## config.mk

```make
export PLATFORM = sky130hd
export DESIGN_NAME = spi_master_ctrl
export DESIGN_NICKNAME = d
export VERILOG_FILES = /design/src/rtl/spi_master_ctrl.sv
export SDC_FILE = /design/constraint.sdc
export NUM_CORES = 1
export LEC_CHECK = 0
export CORE_UTILIZATION = 40
export CTS_CLUSTER_DIAMETER = 30
export CTS_CLUSTER_SIZE = 30
export DETAILED_ROUTE_END_ITERATION = 10
export MAX_ROUTING_LAYER = met4
export PLACE_DENSITY = 0.63
export SYNTH_ARGS = -nofsm -noshare
export SYNTH_HDL_FRONTEND = slang
export SYNTH_SLANG_ARGS = --single-unit
```

## constraint.sdc

```tcl
create_clock -name clk -period 6.6 [get_ports clk]
set_clock_uncertainty 0.05 [all_clocks]
set_input_delay 1.65 -clock clk [delete_from_list [all_inputs] [get_ports clk]]
set_output_delay 1.65 -clock clk [all_outputs]
set_load 0.02 [all_outputs]
```

## src/rtl/spi_master_ctrl.sv

```systemverilog
// spi_master_ctrl -- system-clock-domain SPI master for 32-bit full-duplex
// transfers to spi_slave. Mode: CPOL=0, MSB first, mosi changes on the sck
// rise, both ends sample on the sck fall.
//
// Ports:
//   clk, rst           system clock, asynchronous active-high reset
//   tx_valid/tx_ready  word handshake; tx_data is the word to send
//   rx_valid           one-cycle pulse when rx_data holds a new word
//   rx_data            last received word, held until the next one
//   busy               a frame is in progress (any state but IDLE)
//   sck, csn, mosi     registered SPI outputs
//   miso               SPI data in
//
// Optional build macro SPI_BURST_EN: when the 32nd fall coincides with
// tx_valid, the next word is taken without releasing csn.
module spi_master_ctrl #(
  parameter int unsigned CLK_DIV  = 2,
  parameter int unsigned CS_SETUP = 2,
  parameter int unsigned CS_HOLD  = 2,
  parameter int unsigned CS_IDLE  = 2
) (
  input  logic        clk,
  input  logic        rst,
  input  logic        tx_valid,
  output logic        tx_ready,
  input  logic [31:0] tx_data,
  output logic        rx_valid,
  output logic [31:0] rx_data,
  output logic        busy,
  output logic        sck,
  output logic        csn,
  output logic        mosi,
  input  logic        miso
);

  typedef enum logic [2:0] {IDLE, SETUP, SHIFT, HOLD, GAP} state_t;

  localparam int unsigned CW = 16;
  localparam logic [CW-1:0] DIV_LAST   = CW'(CLK_DIV - 1);
  localparam logic [CW-1:0] SETUP_LAST = CW'(CS_SETUP - 1);
  localparam logic [CW-1:0] HOLD_LAST  = CW'(CS_HOLD - 1);
  localparam logic [CW-1:0] IDLE_LAST  = CW'(CS_IDLE - 1);

  state_t        state_q, state_d;
  logic [CW-1:0] cnt_q, cnt_d;
  logic [5:0]    bit_cnt_q, bit_cnt_d;
  logic [31:0]   tx_sr_q, tx_sr_d;
  logic [31:0]   rx_sr_q, rx_sr_d;
  logic [31:0]   rx_data_q, rx_data_d;
  logic          sck_q, sck_d;
  logic          csn_q, csn_d;
  logic          mosi_q, mosi_d;
  logic          tx_ready_q, tx_ready_d;
  logic          rx_valid_q, rx_valid_d;
  logic          busy_q, busy_d;
  logic          accept;

  assign accept = tx_valid && tx_ready_q;

  always_comb begin
    state_d    = state_q;
    cnt_d      = cnt_q;
    bit_cnt_d  = bit_cnt_q;
    tx_sr_d    = tx_sr_q;
    rx_sr_d    = rx_sr_q;
    rx_data_d  = rx_data_q;
    sck_d      = sck_q;
    csn_d      = csn_q;
    mosi_d     = mosi_q;
    rx_valid_d = 1'b0;

    case (state_q)
      IDLE: begin
        if (accept) begin
          tx_sr_d   = tx_data;
          rx_sr_d   = '0;
          bit_cnt_d = '0;
          cnt_d     = '0;
          csn_d     = 1'b0;
          state_d   = SETUP;
        end
      end

      SETUP: begin
        if (cnt_q == SETUP_LAST) begin
          cnt_d   = '0;
          state_d = SHIFT;
        end else begin
          cnt_d = cnt_q + CW'(1);
        end
      end

      SHIFT: begin
        if (cnt_q == DIV_LAST) begin
          cnt_d = '0;
          if (!sck_q) begin
            sck_d   = 1'b1;
            mosi_d  = tx_sr_q[31];
            tx_sr_d = {tx_sr_q[30:0], 1'b0};
          end else begin
            sck_d     = 1'b0;
            rx_sr_d   = {rx_sr_q[30:0], miso};
            bit_cnt_d = bit_cnt_q + 6'd1;
            if (bit_cnt_q == 6'd31) begin
`ifdef SPI_BURST_EN
              // Chain the next word straight into SHIFT; the finished word
              // is published here because HOLD is skipped.
              if (accept) begin
                tx_sr_d    = tx_data;
                rx_data_d  = {rx_sr_q[30:0], miso};
                rx_valid_d = 1'b1;
                rx_sr_d    = '0;
                bit_cnt_d  = '0;
              end else begin
                state_d = HOLD;
              end
`else
              state_d = HOLD;
`endif
            end
          end
        end else begin
          cnt_d = cnt_q + CW'(1);
        end
      end

      HOLD: begin
        if (cnt_q == HOLD_LAST) begin
          cnt_d      = '0;
          csn_d      = 1'b1;
          mosi_d     = 1'b0;
          rx_data_d  = rx_sr_q;
          rx_valid_d = 1'b1;
          state_d    = GAP;
        end else begin
          cnt_d = cnt_q + CW'(1);
        end
      end

      GAP: begin
        if (cnt_q == IDLE_LAST) begin
          cnt_d   = '0;
          state_d = IDLE;
        end else begin
          cnt_d = cnt_q + CW'(1);
        end
      end

      default: state_d = IDLE;
    endcase

    busy_d = (state_d != IDLE);
    // Registered ready: high in IDLE from the cycle after entry, dropped on
    // the accept edge.
    tx_ready_d = (state_q == IDLE) && (state_d == IDLE);
`ifdef SPI_BURST_EN
    // Open the handshake for exactly the cycle that ends on the 32nd fall.
    if ((state_d == SHIFT) && sck_d && (bit_cnt_d == 6'd31) && (cnt_d == DIV_LAST))
      tx_ready_d = 1'b1;
`endif
  end

  always_ff @(posedge clk or posedge rst) begin
    if (rst) begin
      state_q    <= IDLE;
      cnt_q      <= '0;
      bit_cnt_q  <= '0;
      tx_sr_q    <= '0;
      rx_sr_q    <= '0;
      rx_data_q  <= '0;
      sck_q      <= 1'b0;
      csn_q      <= 1'b1;
      mosi_q     <= 1'b0;
      tx_ready_q <= 1'b0;
      rx_valid_q <= 1'b0;
      busy_q     <= 1'b0;
    end else begin
      state_q    <= state_d;
      cnt_q      <= cnt_d;
      bit_cnt_q  <= bit_cnt_d;
      tx_sr_q    <= tx_sr_d;
      rx_sr_q    <= rx_sr_d;
      rx_data_q  <= rx_data_d;
      sck_q      <= sck_d;
      csn_q      <= csn_d;
      mosi_q     <= mosi_d;
      tx_ready_q <= tx_ready_d;
      rx_valid_q <= rx_valid_d;
      busy_q     <= busy_d;
    end
  end

  assign tx_ready = tx_ready_q;
  assign rx_valid = rx_valid_q;
  assign rx_data  = rx_data_q;
  assign busy     = busy_q;
  assign sck      = sck_q;
  assign csn      = csn_q;
  assign mosi     = mosi_q;

endmodule

```

==> results.sh, run 1 <==
export IMPL_status="completed"
export IMPL_vdd_drop_max_uv=193.6
export IMPL_yosysWarningCount=0
export IMPL_slowest_delay_ns=1.09
export IMPL_power_switching_mw=1.072
export IMPL_fin_ws_ns=2.468
export IMPL_place_congestion=0.7960
export IMPL_cp_start_kind="input pin"
export IMPL_wl_um=11380
export IMPL_dp_slack_ns=2.077
export IMPL_pwr_share_comb=0.328
export IMPL_wl_met3_um=473
export IMPL_synth_top_cell_area_share=0.5366
export IMPL_grt_max_degree=74
export IMPL_cts_buffer_depth=2
export IMPL_firstDrtPassIters=5
export IMPL_seq_power_share=0.404
export IMPL_hold_viol_final=0
export IMPL_r2r_start="state_q[1]$_DFF_PP0_"
export IMPL_crit_type="in -> reg"
export IMPL_setup_violations_final=0
export IMPL_p_clk_frac=0.269
export IMPL_postRouteAntennaNets=0
export IMPL_hp_start="tx_sr_q[19]$_DFFE_PP0P_"
export IMPL_highest_signal_layer="met4"
export IMPL_core_area_mm2=0.01410
export IMPL_synth_flop_cell="dfrtp_1"
export IMPL_yosysSeqAreaShare=0.5411
export IMPL_power_density_mw_per_mm2=432.2
export IMPL_grt_usage=0.1696
export IMPL_postCtsSetupBuffers=0
export IMPL_grt_ovfl_total=0
export IMPL_cp_data_arrival_time_ns=4.42
export IMPL_diodes=0
export IMPL_cap_viol_max_count=0
export IMPL_min_path_type="reg -> reg"
export IMPL_synth_async_reset_ratio=1.000
export IMPL_path_max_fanout=37
export IMPL_die_h_um=123.2
export IMPL_worstMarginPinSlew_ns=1.332
export IMPL_grt_pass1_vias=3922
export IMPL_critPathBufInv=1
export IMPL_p_sw_frac=0.3424
export IMPL_clk_pin_slew_ns=0.06
export IMPL_yosys_area_top_type="dfrtp_1"
export IMPL_syn_instance_count=490
export IMPL_grt_pass1_wl_um=19130
export IMPL_vias=3965
export IMPL_die_area_mm2=0.01518
export IMPL_htreeDepth=4
export IMPL_clkLatencyLatePin_ns=0.41
export IMPL_wl_met2_um=5447
export IMPL_wl_met1_um=5241
export IMPL_syn_avg_cell_area_um2=11.99
export IMPL_antenna_found_initial=0
export IMPL_ios=74
export IMPL_ys_top_cells_by_count="126 x dfrtp_1, 66 x mux2_2, 41 x o21ai_0, 38 x o31ai_1, 36 x inv_1"
export IMPL_die_w_um=123.2
export IMPL_synth_nets=529
export IMPL_max_slew_margin=0.1121
export IMPL_finalCriticalPeriod_ns=4.132
export IMPL_ctsHoldBuffers=0
export IMPL_cts_root_buf="clkbuf_16"
export IMPL_cp_required_ns=6.89
export IMPL_hpwl_um=7267
export IMPL_path_cells="clkdlybuf4s50_1, nand3b_1, a211o_1, or2_1, mux2_2"
export IMPL_synth_most_common_cell="dfrtp_1"
export IMPL_nFillCells=1251
export IMPL_tritoncts="yes"
export IMPL_synthTopCellsByArea="dfrtp_1 54%, mux2_2 13%, mux2_1 5.6%"
export IMPL_fin_cells=746
export IMPL_slew_violations=0
export IMPL_num_rows=43
export IMPL_syn_cell_area_mm2=0.005876
export IMPL_place_area_mm2=0.006709
export IMPL_p_leak_nw=3.042
export IMPL_drt_iter0_drc=244
export IMPL_stdcell_area_mm2=0.007246
export IMPL_path_delay_family="simple AND/OR/NAND/NOR gates"
export IMPL_intPower_mw=2.059
export IMPL_grt_setup_unrepaired="false"
export IMPL_initial_utilization=0.4168
export IMPL_final_util=0.5140
export IMPL_max_freq_ghz=0.2420
export IMPL_cts_resized=0
export IMPL_power_total_mw=3.131
export IMPL_synth_edf_count=0
export IMPL_post_route_period_util=0.6260
export IMPL_ys_ff_latch=127
export IMPL_drive_gt1_frac=0.1943
export IMPL_numCtsBuffers=17
export IMPL_fin_hold_ws_ns=0.4321
export IMPL_dpl_cell_count=716
export IMPL_crit_start="tx_valid"
export IMPL_layout_nets=594
export IMPL_end_kind="flop"
export IMPL_crit_slowest_cell="or2_1"
export IMPL_yosysUniqueCellTypes=44
export IMPL_setup_tns_ns=0
export IMPL_drc=0
export IMPL_via_per_inst=5.315
export IMPL_area_growth_pct=23.32
export IMPL_cts_num_sinks=127
export IMPL_wl_per_cell_um=15.26
export IMPL_numPortBuffers=73
==> cell type report <==
type                            instances  area, µm²  area share
Timing Repair Buffer                   78      768.2      0.1060
Clock inverter                          5      31.28    0.004317
Inverter                               36      137.6     0.01899
Sequential cell                       127       3179      0.4388
Clock buffer                           25      505.5     0.06976
Tap cell                              180      225.2     0.03108
Multi-Input combinational cell        295       2399      0.3310
==> power groups by stage <==
stage | Clock, mW | Sequential (mW) | Combinational [mW]
2_1_floorplan | 0 | 1.26 | 0.731
3_3_place_gp | 0 | 1.26 | 1.01
3_5_place_dp | 0 | 1.27 | 1.03
4_1_cts | 0.862 | 1.26 | 1.04
5_1_grt | 0.890 | 1.31 | 1.13
6_report | 0.842 | 1.26 | 1.03
==> sequential cells by signal, summed over array words and instances, names as in the netlist <==
| register | cells |
|---|---|
| rx_data | 32 |
| rx_sr_q | 32 |
| tx_sr_q | 32 |
| cnt_q | 16 |
| bit_cnt_q | 6 |
| state_q | 3 |
| busy | 1 |
| csn | 1 |
| mosi | 1 |
| rx_valid | 1 |
| sck | 1 |
| tx_ready | 1 |
==> routing by layer <==
metal  track usage  vias to the layer above
met4       0.07530                        0
met3       0.05258                       20
met5             -                        -
met2        0.2514                       83
met1        0.2131                     1957
li1              -                     1905
==> logic make-up after synthesis <==
group	Yosys count	share of synthesized area
AO/OA/AOI/OAI	109	0.1222
buffers and inverters	68	0.05324
multiplexers	95	0.1821
XOR/XNOR	7	0.01043
flip-flops	127	0.5411
AND/OR/NAND/NOR	81	0.08454
adder cells (fa/ha/maj)	3	0.006389
==> worst reg2reg max path, delay by kind of cell, from the launching register on <==
family,cells,cell delay [ns]
flip-flops,1,0.53
AND/OR/NAND/NOR,2,1.30
AO/OA/AOI/OAI,1,0.74
multiplexers,1,0.33
==> layout by cell type, fill, tap and decap left out, drive strengths merged, types with 5 or more instances in the layout <==
master / n
clkbuf: 25
mux2: 95
o21ai: 45
buf: 5
dfrtp: 126
nand4: 10
xor2: 7
clkdlybuf4s50: 73
o31ai: 39
nand3: 11
inv: 36
and3: 5
nand2: 16
a21oi: 10
nor2: 11
==> worst paths after layout <==
kind | cells past startpoint | to | slack, ns
max | 5 | bit_cnt_q[0]$_DFFE_PP0P_ | 2.47
min reg2reg | 1 | tx_sr_q[19]$_DFFE_PP0P_ | 0.43
min in group asynchronous | 2 | tx_sr_q[25]$_DFFE_PP0P_ | 1.74
max in group asynchronous | 3 | rx_sr_q[23]$_DFFE_PP0P_ | 3.54
max reg2reg | 4 | bit_cnt_q[0]$_DFFE_PP0P_ | 3.57
min | 1 | tx_sr_q[19]$_DFFE_PP0P_ | 0.43
Power figures use the tool's default switching activity.
==> run 2, diff against run 1 <==
==> constraint.sdc (replaced) <==
create_clock -name clk -period 4.3 [get_ports clk]
set_clock_uncertainty 0.05 [all_clocks]
set_input_delay 1.075 -clock clk [delete_from_list [all_inputs] [get_ports clk]]
set_output_delay 1.075 -clock clk [all_outputs]
set_load 0.02 [all_outputs]
==> run 2 against run 1 <==
  * Wire length up 0.82%
  * Die area unchanged
  * Sequential share of layout area down 0.82 points
  * Via count up 0.83%
  * Critical endpoint unchanged
==> results.sh, run 2 (synthesized netlist as in run 1, its figures left out) <==
export IMPL_power_density_mw_per_mm2=686.7
export IMPL_critPathBufInv=3
export IMPL_grt_pass1_wl_um=19520
export IMPL_r2r_cells=8
export IMPL_slowest_delay_ns=0.54
export IMPL_firstDrtPassIters=4
export IMPL_power_total_mw=5.070
export IMPL_core_area_mm2=0.01410
export IMPL_crit_slowest_cell="or2_1"
export IMPL_cts_buffer_depth=2
export IMPL_grt_ovfl_total=0
export IMPL_cap_viol_max_count=0
export IMPL_crit_type="in -> reg"
export IMPL_num_rows=43
export IMPL_hold_depth=1
export IMPL_grt_max_degree=128
export IMPL_die_area_mm2=0.01518
export IMPL_setup_violations_final=0
export IMPL_ctsHoldBuffers=0
export IMPL_slew_violations=0
export IMPL_holdPathEnd="tx_sr_q[18]$_DFFE_PP0P_"
export IMPL_nFillCells=1240
export IMPL_area_growth_pct=25.66
export IMPL_path_max_fanout=36
export IMPL_via_per_inst=5.324
export IMPL_grt_setup_unrepaired="false"
export IMPL_cts_num_sinks=127
export IMPL_die_w_um=123.2
export IMPL_end_kind="flop"
export IMPL_cts_root_buf="clkbuf_16"
export IMPL_layout_commonest_cell="dfrtp_1"
export IMPL_path_cells="clkdlybuf4s50_1, nand3b_1, a211o_1, buf_4, or2_1, buf_4, mux2_2"
export IMPL_post_route_period_util=0.7248
export IMPL_die_h_um=123.2
export IMPL_drt_iter0_drc=246
export IMPL_cp_common_cell="buf_4"
export IMPL_cp_start_kind="input pin"
export IMPL_tritoncts="yes"
export IMPL_seqCellArea_mm2=0.003179
export IMPL_ios=74
export IMPL_cp_data_arrival_time_ns=3.36
export IMPL_grt_pass1_vias=3947
export IMPL_vias=3998
export IMPL_max_freq_ghz=0.3209
export IMPL_wl_per_cell_um=15.28
export IMPL_place_congestion=0.8231
export IMPL_setup_tns_ns=0
export IMPL_numPortBuffers=73
export IMPL_numCtsBuffers=17
export IMPL_worstMarginPinSlew_ns=0.7959
export IMPL_max_slew_margin=0.4694
export IMPL_drive_gt1_frac=0.2049
export IMPL_drc=0
export IMPL_multi_input_area_mm2=0.002399
export IMPL_p_leak_nw=3.091
export IMPL_status="completed"
export IMPL_cts_resized=0
export IMPL_cp_required_ns=4.55
export IMPL_min_path_type="reg -> reg"
export IMPL_r2r_start="cnt_q[1]$_DFFE_PP0P_"
export IMPL_final_util=0.5238
export IMPL_reg2reg_slack_ns=1.49
export IMPL_initial_utilization=0.4168
export IMPL_vdd_drop_max_uv=377.4
export IMPL_final_cell_mix="126 x dfrtp_1, 73 x clkdlybuf4s50_1, 66 x mux2_2, 41 x o21ai_0, 38 x o31ai_1"
export IMPL_path_delay_family="buffers and inverters"
export IMPL_worstReg2RegEnd="bit_cnt_q[0]$_DFFE_PP0P_"
export IMPL_finalCriticalPeriod_ns=3.117
export IMPL_hold_viol_final=0
export IMPL_clkLatencyLatePin_ns=0.41
export IMPL_hpwl_um=7424
export IMPL_htreeDepth=4
export IMPL_layout_nets=597
export IMPL_wl_um=11480
export IMPL_hp_start="tx_sr_q[18]$_DFFE_PP0P_"
export IMPL_diodes=0
export IMPL_clk_pin_slew_ns=0.06
export IMPL_postCtsSetupBuffers=0
export IMPL_grt_usage=0.1720
export IMPL_antenna_found_initial=0
export IMPL_postRouteAntennaNets=0
## run 2: cell types whose count changed in the layout (fill, tap and decap cells not counted), moves of 2 or more
cell	delta
bufinv_16	+4
buf_4	+2
inv_6	+2
clkinv_2	-2
clkinvlp_4	+4
clkbuf_8	-3
clkbuf_1	-2
## run 2: layout make-up
class | instances | share of cell area
Clock buffer | 20 | 0.06185
Clock inverter | 12 | 0.02457
Inverter | 36 | 0.01881
Multi-Input combinational cell | 295 | 0.3249
Sequential cell | 127 | 0.4306
Tap cell | 180 | 0.03050
Timing Repair Buffer | 81 | 0.1088
## run 2: where the power goes
group | leakage (nW) | internal [mW] | total, mW | switching, mW
Sequential | 1.66 | 1.62 | 1.93 | 0.314
Clock | 0.299 | 1.00 | 1.53 | 0.522
Combinational | 1.13 | 0.759 | 1.61 | 0.851
## run 2: worst max path at each step
stage | start | end | slack (ns) | cells past startpoint
detailed placement | tx_valid | bit_cnt_q[0]$_DFFE_PP0P_ | 0.80 | 7
CTS | tx_valid | rx_sr_q[5]$_DFFE_PP0P_ | 1.22 | 7
global placement | tx_valid | bit_cnt_q[0]$_DFFE_PP0P_ | 0.85 | 7
finish | tx_valid | bit_cnt_q[0]$_DFFE_PP0P_ | 1.18 | 7
global route | tx_valid | rx_sr_q[7]$_DFFE_PP0P_ | 1.04 | 7
floorplan | rst | bit_cnt_q[0]$_DFFE_PP0P_ | 1.61 | 1
## run 2: layer usage
| metal | GRT usage | up-vias | part of all wire |
|---|---|---|---|
| li1 | - | 1914 | - |
| met5 | - | - | 0 |
| met3 | 0.05258 | 4 | 0.033 |
| met1 | 0.2200 | 2007 | 0.47 |
| met4 | 0.05873 | 0 | 0.0064 |
| met2 | 0.2591 | 73 | 0.49 |
## run 2: stage by stage
step                std cells  setup WS [ns]  hold WS (ns)  area (µm²)
finish                    751          1.183        0.4309        7383
global route              751          1.038        0.4440        7383
CTS                       751          1.225        0.4349        7383
detailed placement        719         0.7957        0.4184        6745
global placement          719         0.8490        0.4120        6745
floorplan                 490          1.609        0.3995        5879
